<file path="src/rtl/coin_input_ctrl.sv">
// -----------------------------------------------------------------------------
// coin_input_ctrl
//
// Purpose:
//   Front-end conditioner that sits directly in front of the vending FSM.
//   The raw coin and cancel push-buttons are synchronised and debounced. Each
//   clean press becomes a single-cycle pulse. The coin-type and drink-select
//   switch banks are synchronised and presented as stable codes. A coin press
//   is rejected when its coin code is "none" or when the FSM reports busy.
//
// Parameters:
//   DB_CYCLES  consecutive disagreeing cycles needed to accept a button change
//   CNT_W      debounce counter width (DB_CYCLES must be < 2**CNT_W)
//
// Ports:
//   clk_i          system clock, rising edge
//   rst_i          asynchronous active-high reset
//   btn_coin_i     raw coin-insert button (asynchronous, active-high)
//   btn_cancel_i   raw cancel button (asynchronous, active-high)
//   sw_coin_i      raw coin-type switches: 00 none, 01 0.5, 10 1.0, 11 5.0
//   sw_drink_i     raw drink-select switches: 01 drink 1, 10 drink 2, else none
//   busy_i         FSM busy; blocks new coins (already synchronous)
//   insert_o       one-cycle coin-accepted pulse
//   coin_val_o     accepted coin code, updated only with insert_o
//   cancel_flag_o  one-cycle cancel pulse
//   drink_op_o     synchronised drink selection, code 11 shown as 00
//   coin_err_o     one-cycle pulse when a coin press is rejected
// -----------------------------------------------------------------------------
module coin_input_ctrl #(
  parameter int DB_CYCLES = 20,
  parameter int CNT_W     = 16
) (
  input  logic       clk_i,
  input  logic       rst_i,
  input  logic       btn_coin_i,
  input  logic       btn_cancel_i,
  input  logic [1:0] sw_coin_i,
  input  logic [1:0] sw_drink_i,
  input  logic       busy_i,
  output logic       insert_o,
  output logic [1:0] coin_val_o,
  output logic       cancel_flag_o,
  output logic [1:0] drink_op_o,
  output logic       coin_err_o
);

  // Button index within the packed per-button vectors below.
  localparam int BTN_COIN   = 0;
  localparam int BTN_CANCEL = 1;

  // The level flips on the DB_CYCLES-th consecutive disagreeing cycle. When the
  // counter holds DB_LAST, the current cycle is that final disagreeing cycle.
  localparam logic [CNT_W-1:0] DB_LAST = CNT_W'(DB_CYCLES - 1);
  localparam logic [CNT_W-1:0] CNT_MAX = '1;

  // Outcome of the button events seen in one cycle. Only one outcome can
  // happen, because a cancel press always wins over a coin press.
  typedef enum logic [1:0] {
    EV_NONE,
    EV_CANCEL,
    EV_REJECT,
    EV_ACCEPT
  } coin_event_e;

  // Synchroniser stages. The switch buses are synchronised bit by bit. A
  // switch change caught mid-transition can show one intermediate code for a
  // single cycle. That is acceptable for slow, manually operated switches.
  logic [1:0]            btnMeta_q, btnSync_q;
  logic [1:0]            swCoinMeta_q, swCoinSync_q;
  logic [1:0]            swDrinkMeta_q, swDrinkSync_q;

  // Debounce state for each button. dbPrev_q is the level one cycle ago.
  logic [1:0][CNT_W-1:0] cnt_q, cnt_d;
  logic [1:0]            db_q, db_d;
  logic [1:0]            dbPrev_q;

  // Registered outputs.
  logic                  insert_q, insert_d;
  logic                  cancel_q, cancel_d;
  logic                  coinErr_q, coinErr_d;
  logic [1:0]            coinVal_q, coinVal_d;
  logic [1:0]            drinkOp_q, drinkOp_d;

  logic                  coinPress, cancelPress;
  coin_event_e           event_d;

  // Two-flop synchronisers for every raw asynchronous input. Reset clears
  // them, so a press in progress must be seen again from scratch.
  always_ff @(posedge clk_i or posedge rst_i) begin
    if (rst_i) begin
      btnMeta_q     <= '0;
      btnSync_q     <= '0;
      swCoinMeta_q  <= '0;
      swCoinSync_q  <= '0;
      swDrinkMeta_q <= '0;
      swDrinkSync_q <= '0;
    end else begin
      btnMeta_q     <= {btn_cancel_i, btn_coin_i};
      btnSync_q     <= btnMeta_q;
      swCoinMeta_q  <= sw_coin_i;
      swCoinSync_q  <= swCoinMeta_q;
      swDrinkMeta_q <= sw_drink_i;
      swDrinkSync_q <= swDrinkMeta_q;
    end
  end

  // Debounce next-state. Any cycle in which the synchronised level agrees with
  // the debounced level restarts the count. The saturation guard is only a
  // safety net: the count is cleared when the level flips, so it normally stops
  // at DB_LAST.
  always_comb begin
    cnt_d = cnt_q;
    db_d  = db_q;
    for (int b = 0; b < 2; b++) begin
      if (btnSync_q[b] == db_q[b]) begin
        cnt_d[b] = '0;
      end else if (cnt_q[b] >= DB_LAST) begin
        db_d[b]  = ~db_q[b];
        cnt_d[b] = '0;
      end else if (cnt_q[b] != CNT_MAX) begin
        cnt_d[b] = cnt_q[b] + 1'b1;
      end
    end
  end

  // Debounce registers. dbPrev_q lags db_q by one cycle for press detection.
  always_ff @(posedge clk_i or posedge rst_i) begin
    if (rst_i) begin
      cnt_q    <= '0;
      db_q     <= '0;
      dbPrev_q <= '0;
    end else begin
      cnt_q    <= cnt_d;
      db_q     <= db_d;
      dbPrev_q <= db_q;
    end
  end

  // A press is the debounced 0->1 step. A release or a held button produces
  // nothing more, so each pulse below can last only one cycle.
  assign coinPress   = db_q[BTN_COIN]   & ~dbPrev_q[BTN_COIN];
  assign cancelPress = db_q[BTN_CANCEL] & ~dbPrev_q[BTN_CANCEL];

  // Event resolution. Cancel takes priority, and a coin press that lands in the
  // same cycle is silently dropped. busy_i comes from the FSM's own clock
  // domain, so it is used directly without synchronising. The coin code is
  // taken from the synchronised switches in the same cycle as the press.
  always_comb begin
    event_d = EV_NONE;
    if (cancelPress) begin
      event_d = EV_CANCEL;
    end else if (coinPress) begin
      if (busy_i || (swCoinSync_q == 2'b00)) begin
        event_d = EV_REJECT;
      end else begin
        event_d = EV_ACCEPT;
      end
    end
  end

  // Output next-state. coin_val holds its value until the next accepted coin.
  // Drink code 11 is not a valid selection, so it is shown as "none".
  always_comb begin
    insert_d  = 1'b0;
    cancel_d  = 1'b0;
    coinErr_d = 1'b0;
    coinVal_d = coinVal_q;
    case (event_d)
      EV_CANCEL: cancel_d  = 1'b1;
      EV_REJECT: coinErr_d = 1'b1;
      EV_ACCEPT: begin
        insert_d  = 1'b1;
        coinVal_d = swCoinSync_q;
      end
      default: ;
    endcase
    drinkOp_d = (swDrinkSync_q == 2'b11) ? 2'b00 : swDrinkSync_q;
  end

  // Output register stage. Its output is what the FSM sees.
  always_ff @(posedge clk_i or posedge rst_i) begin
    if (rst_i) begin
      insert_q  <= 1'b0;
      cancel_q  <= 1'b0;
      coinErr_q <= 1'b0;
      coinVal_q <= 2'b00;
      drinkOp_q <= 2'b00;
    end else begin
      insert_q  <= insert_d;
      cancel_q  <= cancel_d;
      coinErr_q <= coinErr_d;
      coinVal_q <= coinVal_d;
      drinkOp_q <= drinkOp_d;
    end
  end

  assign insert_o      = insert_q;
  assign cancel_flag_o = cancel_q;
  assign coin_err_o    = coinErr_q;
  assign coin_val_o    = coinVal_q;
  assign drink_op_o    = drinkOp_q;

endmodule

</file>
<file path="config.mk">
export PLATFORM = sky130hd
export DESIGN_NAME = coin_input_ctrl
export DESIGN_NICKNAME = d
export VERILOG_FILES = /design/src/rtl/coin_input_ctrl.sv
export SDC_FILE = /design/constraint.sdc
export NUM_CORES = 1
export LEC_CHECK = 0
export ABC_AREA = 1
export BUFFER_PORTS_ARGS = -buffer_cell sky130_fd_sc_hd__buf_2
export CORE_ASPECT_RATIO = 2
export CORE_MARGIN = 2
export CORE_UTILIZATION = 45
export DETAILED_ROUTE_END_ITERATION = 10
export PLACE_DENSITY_LB_ADDON = 0.12
export SYNTH_ARGS = -nofsm -noshare
export SYNTH_HDL_FRONTEND = slang
export SYNTH_SLANG_ARGS = --single-unit
</file>
<file path="constraint.sdc">
create_clock -name clk_i -period 2.2 [get_ports clk_i]
set_clock_uncertainty 0.05 [all_clocks]
set_input_delay 0.44 -clock clk_i [delete_from_list [all_inputs] [get_ports clk_i]]
set_output_delay 0.44 -clock clk_i [all_outputs]
set_load 0.01 [all_outputs]
</file>
==> results.cfg, run 1 <==
[outcome]
status = completed

[finish]
syn2layout_area_growth_pct = 17.5
final_nets = 230
fin_area_sq_um = 2320
register_area_sq_um = 1380
antenna_cells = 0
num-fill-cells = 382
multiInputGateArea_sq_um = 596
drive_gt1_frac = 0.186

[logic_synthesis]
synth_cells = 175
synth.area.top_cells = dfrtp_1 70%, nand2_1 6.3%, nor2_1 4.7%
yosysMostFrequentCell = dfrtp_1
ys.flop_type = dfrtp_1
synth_warnings = 0
ys_seq_area_frac = 0.697
synth_top_area_frac = 0.697
synth_cell_type_count = 25
syn_area_sq_um = 1980
synthArstFlopShare = 1.00
yosys.area.top_type = dfrtp_1
ys_seq_elements = 55
synth_edf_count = 0
synth_commonest_cells = 55 x dfrtp_1, 33 x nand2_1, 25 x nor2_1
syn_area_per_cell_sq_um = 11.3

[global_routing]
grt_overflow = 0
grt_max_degree = 56
grt_pass1_wl_mm = 5.13
grt_pass1_vias = 1285
grtUsageTotal = 0.142
antenna_found_initial = 0

[critical_path]
crit_required_ns = 2.38
timing.rr.start = cnt_q[0]
r2r_cells = 6
cp_max_fo = 4
end_kind = register
cp-startpoint = cnt_q[0]
worst-r2r-setup-slack_ns = 0.79
critical_path_class = register to register
cp.arrival_ns = 1.59
cp-start-kind = register

[flow_run]
cap_viol_max_count = 0

[clocking]
cts_tree = yes
cts_buffers = 5
cts_setup_buffers = 0
cts_resized = 0
cts_sinks = 55
h-tree-depth = 2
cts-root-buf = clkbuf_8
postCtsHoldBufs = 0
clkLatencyLatePin_ns = 0.30
clockBufferDepth = 2
clk_pin_slew_worst_paths_ns = 0.09

[floorplanning]
fp.dieH_um = 97.7
die_w_um = 50.9
start_util = 0.460
core_sq_um = 4300
rows = 34
io_pins = 16
dieArea_sq_um = 4970

[pwr]
swShare = 0.216
p_clk_frac = 0.334
leakage_nw = 1.18
power_density_nw_per_um2 = 756
pwr-share-seq = 0.615
net-switching-power_w = 0.000380
peakVddDrop_mv = 0.632
internal-power_w = 0.00138
combPwrFrac = 0.051

[routing]
wl_met3_um = 73
wl_met1_um = 990
drcViolationCount = 0
drtIter0Drc = 20
wl_per_cell_um = 10.3
firstDrtPassIters = 4
num_vias = 1189
top_layer = met4
totalWireLength_mm = 2.83
ant_nets = 0
dr_wl_met2_mm = 1.67
avgViaCountPerCell = 4.34

[sta]
period_share = 0.639
setup_violations = 0
rsz0062_at_grt = no
hold_viol = 0
setup_tns_ns = 0
fmax_mhz = 711
slew_viol_final = 0
fin_crit_ns = 1.41

[placed_design]
port_buffers = 15
post-dp-hpwl_mm = 2.10
dpl-instance-area_sq_um = 2220
gp_congestion = 0.783

[hold_path]
hold_path_class = input pin to async pin
[registers in the layout, summed over array words and instances, names as in the netlist]
signal and cells:
cnt_q 32, btnMeta_q 2, btnSync_q 2, coin_val_o 2, dbPrev_q 2, db_q 2
drink_op_o 2, swCoinMeta_q 2, swCoinSync_q 2, swDrinkMeta_q 2, swDrinkSync_q 2, cancel_flag_o 1
coin_err_o 1, insert_o 1
[worst max-delay path: stages (launching register included)]
cell	delay, ns
dfrtp_1	0.41
ha_1	0.25
nor2_2	0.13
nand2_2	0.08
a21oi_4	0.17
nand3_2	0.11
a21oi_1	0.14
[layout by cell type, fill, tap and decap left out, types with 2 or more instances in the layout]
master / instances
a21oi_1: 3
buf_2: 15
clkbuf_8: 7
conb_1: 22
dfrtp_1: 55
ha_1: 2
inv_1: 20
inv_2: 2
nand2_1: 33
nand3_1: 7
nand3_2: 2
nand4_1: 3
nor2_1: 25
nor2_2: 5
nor2_4: 2
o21a_1: 2
o21ai_0: 3
[final timing paths]
kind / to
worst max-delay path: cnt_q[0]
worst min-delay path: swCoinSync_q[0]
worst max register to register: cnt_q[0]
worst min register to register: swCoinSync_q[0]
max in group asynchronous: drink_op_o[1]
min in group clk_i: swDrinkMeta_q[1]
[power by group through the flow]
stage / Sequential (W) / Clock, W / Combinational [W]
after detailed placement: 0.00110 / 0 / 0.0000928
after global placement: 0.00110 / 0 / 0.0000903
after global routing: 0.00109 / 0.000653 / 0.000106
after CTS: 0.00108 / 0.000617 / 0.0000929
final: 0.00108 / 0.000586 / 0.0000898
after floorplan: 0.00110 / 0 / 0.0000507
[metal layers]
metal,GRT usage,up-vias
met5,0,-
met3,0.0369,5
met1,0.128,565
li1,-,607
met4,0.0936,0
met2,0.262,12
[through the flow]
step	setup WS [ns]	hold slack, ns	instances	total power, W	utilization
final	0.793	0.121	274	0.00176	0.540
after global placement	0.872	0.284	266	0.00119	0.516
after detailed placement	0.805	0.286	266	0.00119	0.516
after CTS	0.781	0.124	274	0.00179	0.540
after global routing	0.656	0.128	274	0.00184	0.540
after floorplan	0.367	0.281	196	0.00115	-
[final cells by class]
type	instances	share of cell area
Clock buffer	7	0.0415
Clock inverter	1	0.00323
Inverter	22	0.0356
Multi-Input combinational cell	119	0.257
Sequential cell	55	0.593
Tap cell	54	0.0291
Timing Repair Buffer	16	0.0410
[logic make-up (layout without fill, tap and decap cells)]
kind of cell | Yosys count | in the layout | share of synthesized area
AO/OA/AOI/OAI | 11 | 11 | 0.0380
adder cells (fa/ha/maj) | 2 | 2 | 0.0127
XOR/XNOR | 2 | 2 | 0.00887
buffers and inverters | 22 | 46 | 0.0418
flip-flops | 55 | 55 | 0.697
other | 1 | 22 | 0.00190
AND/OR/NAND/NOR | 82 | 82 | 0.200
Power figures use the tool's default switching activity.
==> run 2: changes to the inputs <==
==> constraint.sdc (replaced) <==
create_clock -name clk_i -period 1.4 [get_ports clk_i]
set_clock_uncertainty 0.05 [all_clocks]
set_input_delay 0.28 -clock clk_i [delete_from_list [all_inputs] [get_ports clk_i]]
set_output_delay 0.28 -clock clk_i [all_outputs]
set_load 0.01 [all_outputs]
==> results.cfg, run 2 (synthesis results as in run 1) <==
[floorplanning]
die_w_um = 50.9
dieArea_sq_um = 4970
core_sq_um = 4300
start_util = 0.460
fp.dieH_um = 97.7
rows = 34
io_pins = 16

[sta]
hold_viol = 0
slew_viol_final = 0
fmax_mhz = 703
rsz0062_at_grt = yes
fin_crit_ns = 1.42
setup_violations = 3
fin_worst_hold_slack_ns = 0.0298
period_share = 1.02
setup_slack_ns = -0.0228

[finish]
syn2layout_area_growth_pct = 21.5
final_nets = 235
num-fill-cells = 388
fin_area_sq_um = 2400
layout_commonest_cell = dfrtp_1
final_cells = 279
regMostFlops = cnt_q
antenna_cells = 0
largest_register_ffs = 32
drive_gt1_frac = 0.236
final_cell_mix = 55 x dfrtp_1, 31 x nand2_1, 24 x nor2_1, 22 x conb_1, 19 x inv_1

[critical_path]
critical_path_class = register to register
end_kind = register
cp_slowest_cell = dfrtp_1
crit_required_ns = 1.58
cp.arrival_ns = 1.60
cp_max_fo = 4
cp-start-kind = register
crit_buf_inv = 0
critPathMaxStageDelay_ns = 0.44
worst_path_dominant_cell_family = flip-flops
path_cells = ha_4 -> nor2_4 -> nand2_2 -> a21oi_4 -> nand3_2 -> a21oi_1

[hold_path]
hold_path_class = input pin to register

[outcome]
status = complete, but fails checks
violations = setup timing

[routing]
wl_per_cell_um = 11.6
avgViaCountPerCell = 4.55
totalWireLength_mm = 3.23
drtIter0Drc = 25
num_vias = 1270
drcViolationCount = 0
firstDrtPassIters = 6
ant_nets = 0

[flow_run]
cap_viol_max_count = 0

[placed_design]
gp_congestion = 0.761
dpl-instance-area_sq_um = 2220
place_inst = 266
post-dp-hpwl_mm = 2.25
port_buffers = 15

[pwr]
peakVddDrop_mv = 0.846
leakage_nw = 1.21
power_density_nw_per_um2 = 1150

[clocking]
clk_pin_slew_worst_paths_ns = 0.09
cts_tree = yes
cts-root-buf = clkbuf_8
clockBufferDepth = 2
h-tree-depth = 2
cts_sinks = 55
cts_buffers = 5
clkLatencyLatePin_ns = 0.30

[global_routing]
grt_pass1_vias = 1322
grt_max_degree = 56
grt_overflow = 0
grtUsageTotal = 0.146
grt_pass1_wl_mm = 5.31
antenna_found_initial = 0
run 2: cell types whose count changed in the layout (fill, tap and decap cells not counted), moves of 2 or more:
cell | before | now
ha_1 | 2 | 0
nand2_1 | 33 | 31
nand2_2 | 1 | 3
buf_4 | 0 | 4
a21oi_1 | 3 | 1
a21oi_2 | 0 | 2
run 2: final cells by class:
| cell class | count | area [sq um] | area share |
|---|---|---|---|
| Timing Repair Buffer | 21 | 135 | 0.0563 |
| Clock buffer | 8 | 100 | 0.0417 |
| Tap cell | 54 | 67.6 | 0.0281 |
| Multi-Input combinational cell | 119 | 636 | 0.265 |
| Inverter | 22 | 86.3 | 0.0360 |
| Sequential cell | 55 | 1380 | 0.573 |
run 2: path summary, 6_finish.rpt:
| check | slack (ns) | from | end | cells after the start |
|---|---|---|---|---|
| setup / recovery | -0.02 | cnt_q[0] | cnt_q[4] | 6 |
| hold reg to reg | 0.30 | swCoinMeta_q[1] | swCoinSync_q[1] | 0 |
| setup reg to reg | -0.02 | cnt_q[0] | cnt_q[4] | 6 |
| min in group asynchronous | 0.54 | rst_i | swDrinkSync_q[0] | 4 |
| max in group asynchronous | 0.51 | rst_i | cnt_q[30] | 4 |
| hold / removal | 0.03 | sw_drink_i[1] | swDrinkMeta_q[1] | 1 |
run 2: timing repair:
item / CTS / global route
pin swaps: 1 / 14
hold endpoints to repair: 55 / 0
resized for setup: 2 / 9
cloned: 0 / 0
hold buffers: 1 / 0
endpoints found under the setup margin: 5 / 13
buffers inserted: 0 / 4
run 2: worst reg2reg max path: cells and delay by family, from the launching register on:
| family | cells | cell delay [ns] |
|---|---|---|
| AO/OA/AOI/OAI | 2 | 0.34 |
| AND/OR/NAND/NOR | 3 | 0.32 |
| adder cells (fa/ha/maj) | 1 | 0.20 |
| flip-flops | 1 | 0.44 |
run 2: metrics by stage:
stage,power (W),TNS [ns],util,worst slack (ns)
after floorplan,0.00181,0,-,0.117
after global placement,0.00187,0,0.517,0.0766
after detailed placement,0.00188,-0.0150,0.517,-0.00843
after CTS,0.00282,0,0.544,0.0108
after global routing,0.00290,-0.442,0.559,-0.0727
final,0.00277,-0.0362,0.559,-0.0228
run 2: metal layers:
layer / track usage / share of wire / up-vias
met1: 0.125 / 0.33 / 632
met2: 0.272 / 0.61 / 16
met5: 0 / 0 / -
met3: 0.0385 / 0.026 / 8
li1: - / - / 614
met4: 0.102 / 0.033 / 0
run 2: report_power, final:
part	switching [W]	internal (W)	total [W]
registers	0.0000366	0.00166	0.00170
logic	0.0000966	0.0000557	0.000152
clock network	0.000468	0.000452	0.000920
total	0.000601	0.00217	0.00277
==> run 3: changes to the inputs <==
--- a/config.mk
+++ b/config.mk
@@ -10,6 +10,7 @@
 export CORE_ASPECT_RATIO = 2
 export CORE_MARGIN = 2
 export CORE_UTILIZATION = 45
+export CTS_CLUSTER_SIZE = 10
 export DETAILED_ROUTE_END_ITERATION = 10
 export PLACE_DENSITY_LB_ADDON = 0.12
 export SYNTH_ARGS = -nofsm -noshare
==> constraint.sdc (replaced) <==
create_clock -name clk_i -period 1.5 [get_ports clk_i]
set_clock_uncertainty 0.05 [all_clocks]
set_input_delay 0.3 -clock clk_i [delete_from_list [all_inputs] [get_ports clk_i]]
set_output_delay 0.3 -clock clk_i [all_outputs]
set_load 0.01 [all_outputs]
==> results.cfg, run 3 (synthesis results as in run 1) <==
[outcome]
status = completed

[clocking]
h-tree-depth = 2
cts_sinks = 55
cts_buffers = 5
clockBufferDepth = 2
clkLatencyLatePin_ns = 0.30
cts_tree = yes
clk_pin_slew_worst_paths_ns = 0.10
cts-root-buf = clkbuf_8

[finish]
final_core_util = 0.545
antenna_cells = 0
final_cell_mix = 55 x dfrtp_1, 33 x nand2_1, 25 x nor2_1, 22 x conb_1, 19 x inv_1
final_nets = 233
largest_register_ffs = 32
syn2layout_area_growth_pct = 18.6
layout_commonest_cell = dfrtp_1
regMostFlops = cnt_q
drive_gt1_frac = 0.211

[pwr]
swShare = 0.227
net-switching-power_w = 0.000564
power_w = 0.00248
peakVddDrop_mv = 0.792
pwr-share-seq = 0.638
p_clk_frac = 0.307
internal-power_w = 0.00192
combPwrFrac = 0.055
leakage_nw = 1.19
power_density_nw_per_um2 = 1060

[floorplanning]
rows = 34
fp.dieH_um = 97.7
die_w_um = 50.9
core_sq_um = 4300
io_pins = 16
dieArea_sq_um = 4970
start_util = 0.460

[critical_path]
worst-r2r-setup-slack_ns = 0.11
end_kind = register
critPathMaxStageDelay_ns = 0.41
cp-start-kind = register
cp_max_fo = 5
cp_slowest_cell = dfrtp_1
crit_required_ns = 1.68
critical_path_class = register to register
cp_common_cell = nand2_1
path_cells = ha_2 -> inv_2 -> nand3_1 -> nand2_1 -> nand3_2 -> nor2_4 -> nand2_1 -> nor2_1
cp.arrival_ns = 1.57

[routing]
totalWireLength_mm = 3.14
num_vias = 1225
drcViolationCount = 0
wl_per_cell_um = 11.3
ant_nets = 0
avgViaCountPerCell = 4.42
firstDrtPassIters = 4
drtIter0Drc = 11

[global_routing]
grtUsageTotal = 0.143
grt_max_degree = 52
antenna_found_initial = 0
grt_pass1_wl_mm = 5.22
grt_overflow = 0
grt_pass1_vias = 1211

[sta]
rsz0062_at_grt = no
slew_viol_final = 0
period_share = 0.924
fin_crit_ns = 1.39
fmax_mhz = 722
setup_tns_ns = 0
setup_violations = 0
hold_viol = 0

[placed_design]
port_buffers = 15
gp_congestion = 0.809
post-dp-hpwl_mm = 2.30

[hold_path]
hold_path_class = input pin to register

[flow_run]
cap_viol_max_count = 0
==> run 3: changes by cell type in the layout (fill, tap and decap cells not counted) <==
cell      delta
clkinv_2     +3
buf_4        -2
clkbuf_8     -2
nand2_1      +2
nand2_2      -2
a21oi_1      +1
a21oi_2      -1
clkbuf_1     -1
ha_2         +1
ha_4         -1
nand3_1      +1
nand3_2      -1
nor2_1       +1
nor2_2       -1
==> run 3: layer usage <==
| layer | part of all wire | global-route usage |
|---|---|---|
| met4 | 0.029 | 0.0748 |
| met3 | 0.019 | 0.0277 |
| met5 | 0 | 0 |
| met1 | 0.37 | 0.150 |
| met2 | 0.58 | 0.258 |
==> run 3: area by class of cell <==
class / instances / area (sq um)
Clock buffer: 5 / 68.8
Clock inverter: 3 / 15.0
Fill cell: 388 / 1950
Inverter: 22 / 86.3
Multi-Input combinational cell: 119 / 609
Sequential cell: 55 / 1380
Tap cell: 54 / 67.6
Timing Repair Buffer: 19 / 120
==> run 3: final timing paths <==
| kind | start | end | depth (start not counted) |
|---|---|---|---|
| max | cnt_q[17] | cnt_q[18] | 8 |
| min | sw_coin_i[0] | swCoinMeta_q[0] | 1 |
| max reg2reg | cnt_q[17] | cnt_q[18] | 8 |
| min reg2reg | swCoinMeta_q[1] | swCoinSync_q[1] | 0 |
| max in group asynchronous | rst_i | cnt_q[28] | 4 |
| min in group asynchronous | rst_i | swDrinkMeta_q[0] | 3 |
==> run 3: stage by stage <==
| stage | cells | area, sq um | hold WS, ns | setup slack, ns |
|---|---|---|---|---|
| 2_1_floorplan | 196 | 2060 | 0.281 | 0.217 |
| 3_3_place_gp | 266 | 2220 | 0.149 | 0.166 |
| 3_5_place_dp | 266 | 2220 | 0.157 | 0.0579 |
| 4_1_cts | 275 | 2310 | 0.0404 | 0.0368 |
| 5_1_grt | 277 | 2340 | 0.0316 | 0.0160 |
| 6_report | 277 | 2340 | 0.0444 | 0.114 |
==> run 3: power groups by stage <==
stage	combinational [W]	sequential, W	clock (W)
6_report	0.000136	0.00159	0.000762
5_1_grt	0.000159	0.00159	0.000875
4_1_cts	0.000140	0.00159	0.000801
3_5_place_dp	0.000137	0.00162	0
3_3_place_gp	0.000132	0.00161	0
2_1_floorplan	0.0000748	0.00162	0
==> run 3: what timing repair did <==
action                     4_1_cts  5_1_grt
setup endpoints to repair        0        7
buffers inserted                 0        2
hold buffers                     1        0
gates resized for setup          0        5
hold endpoints to repair         4        0
==> run 3: worst max-delay path, delay by kind of cell (launching register included) <==
| family | cells | cell delay (ns) |
|---|---|---|
| and+or+nand+nor | 6 | 0.60 |
| DFF | 1 | 0.41 |
| adders and majority gates | 1 | 0.19 |
| buffers and inverters | 1 | 0.06 |
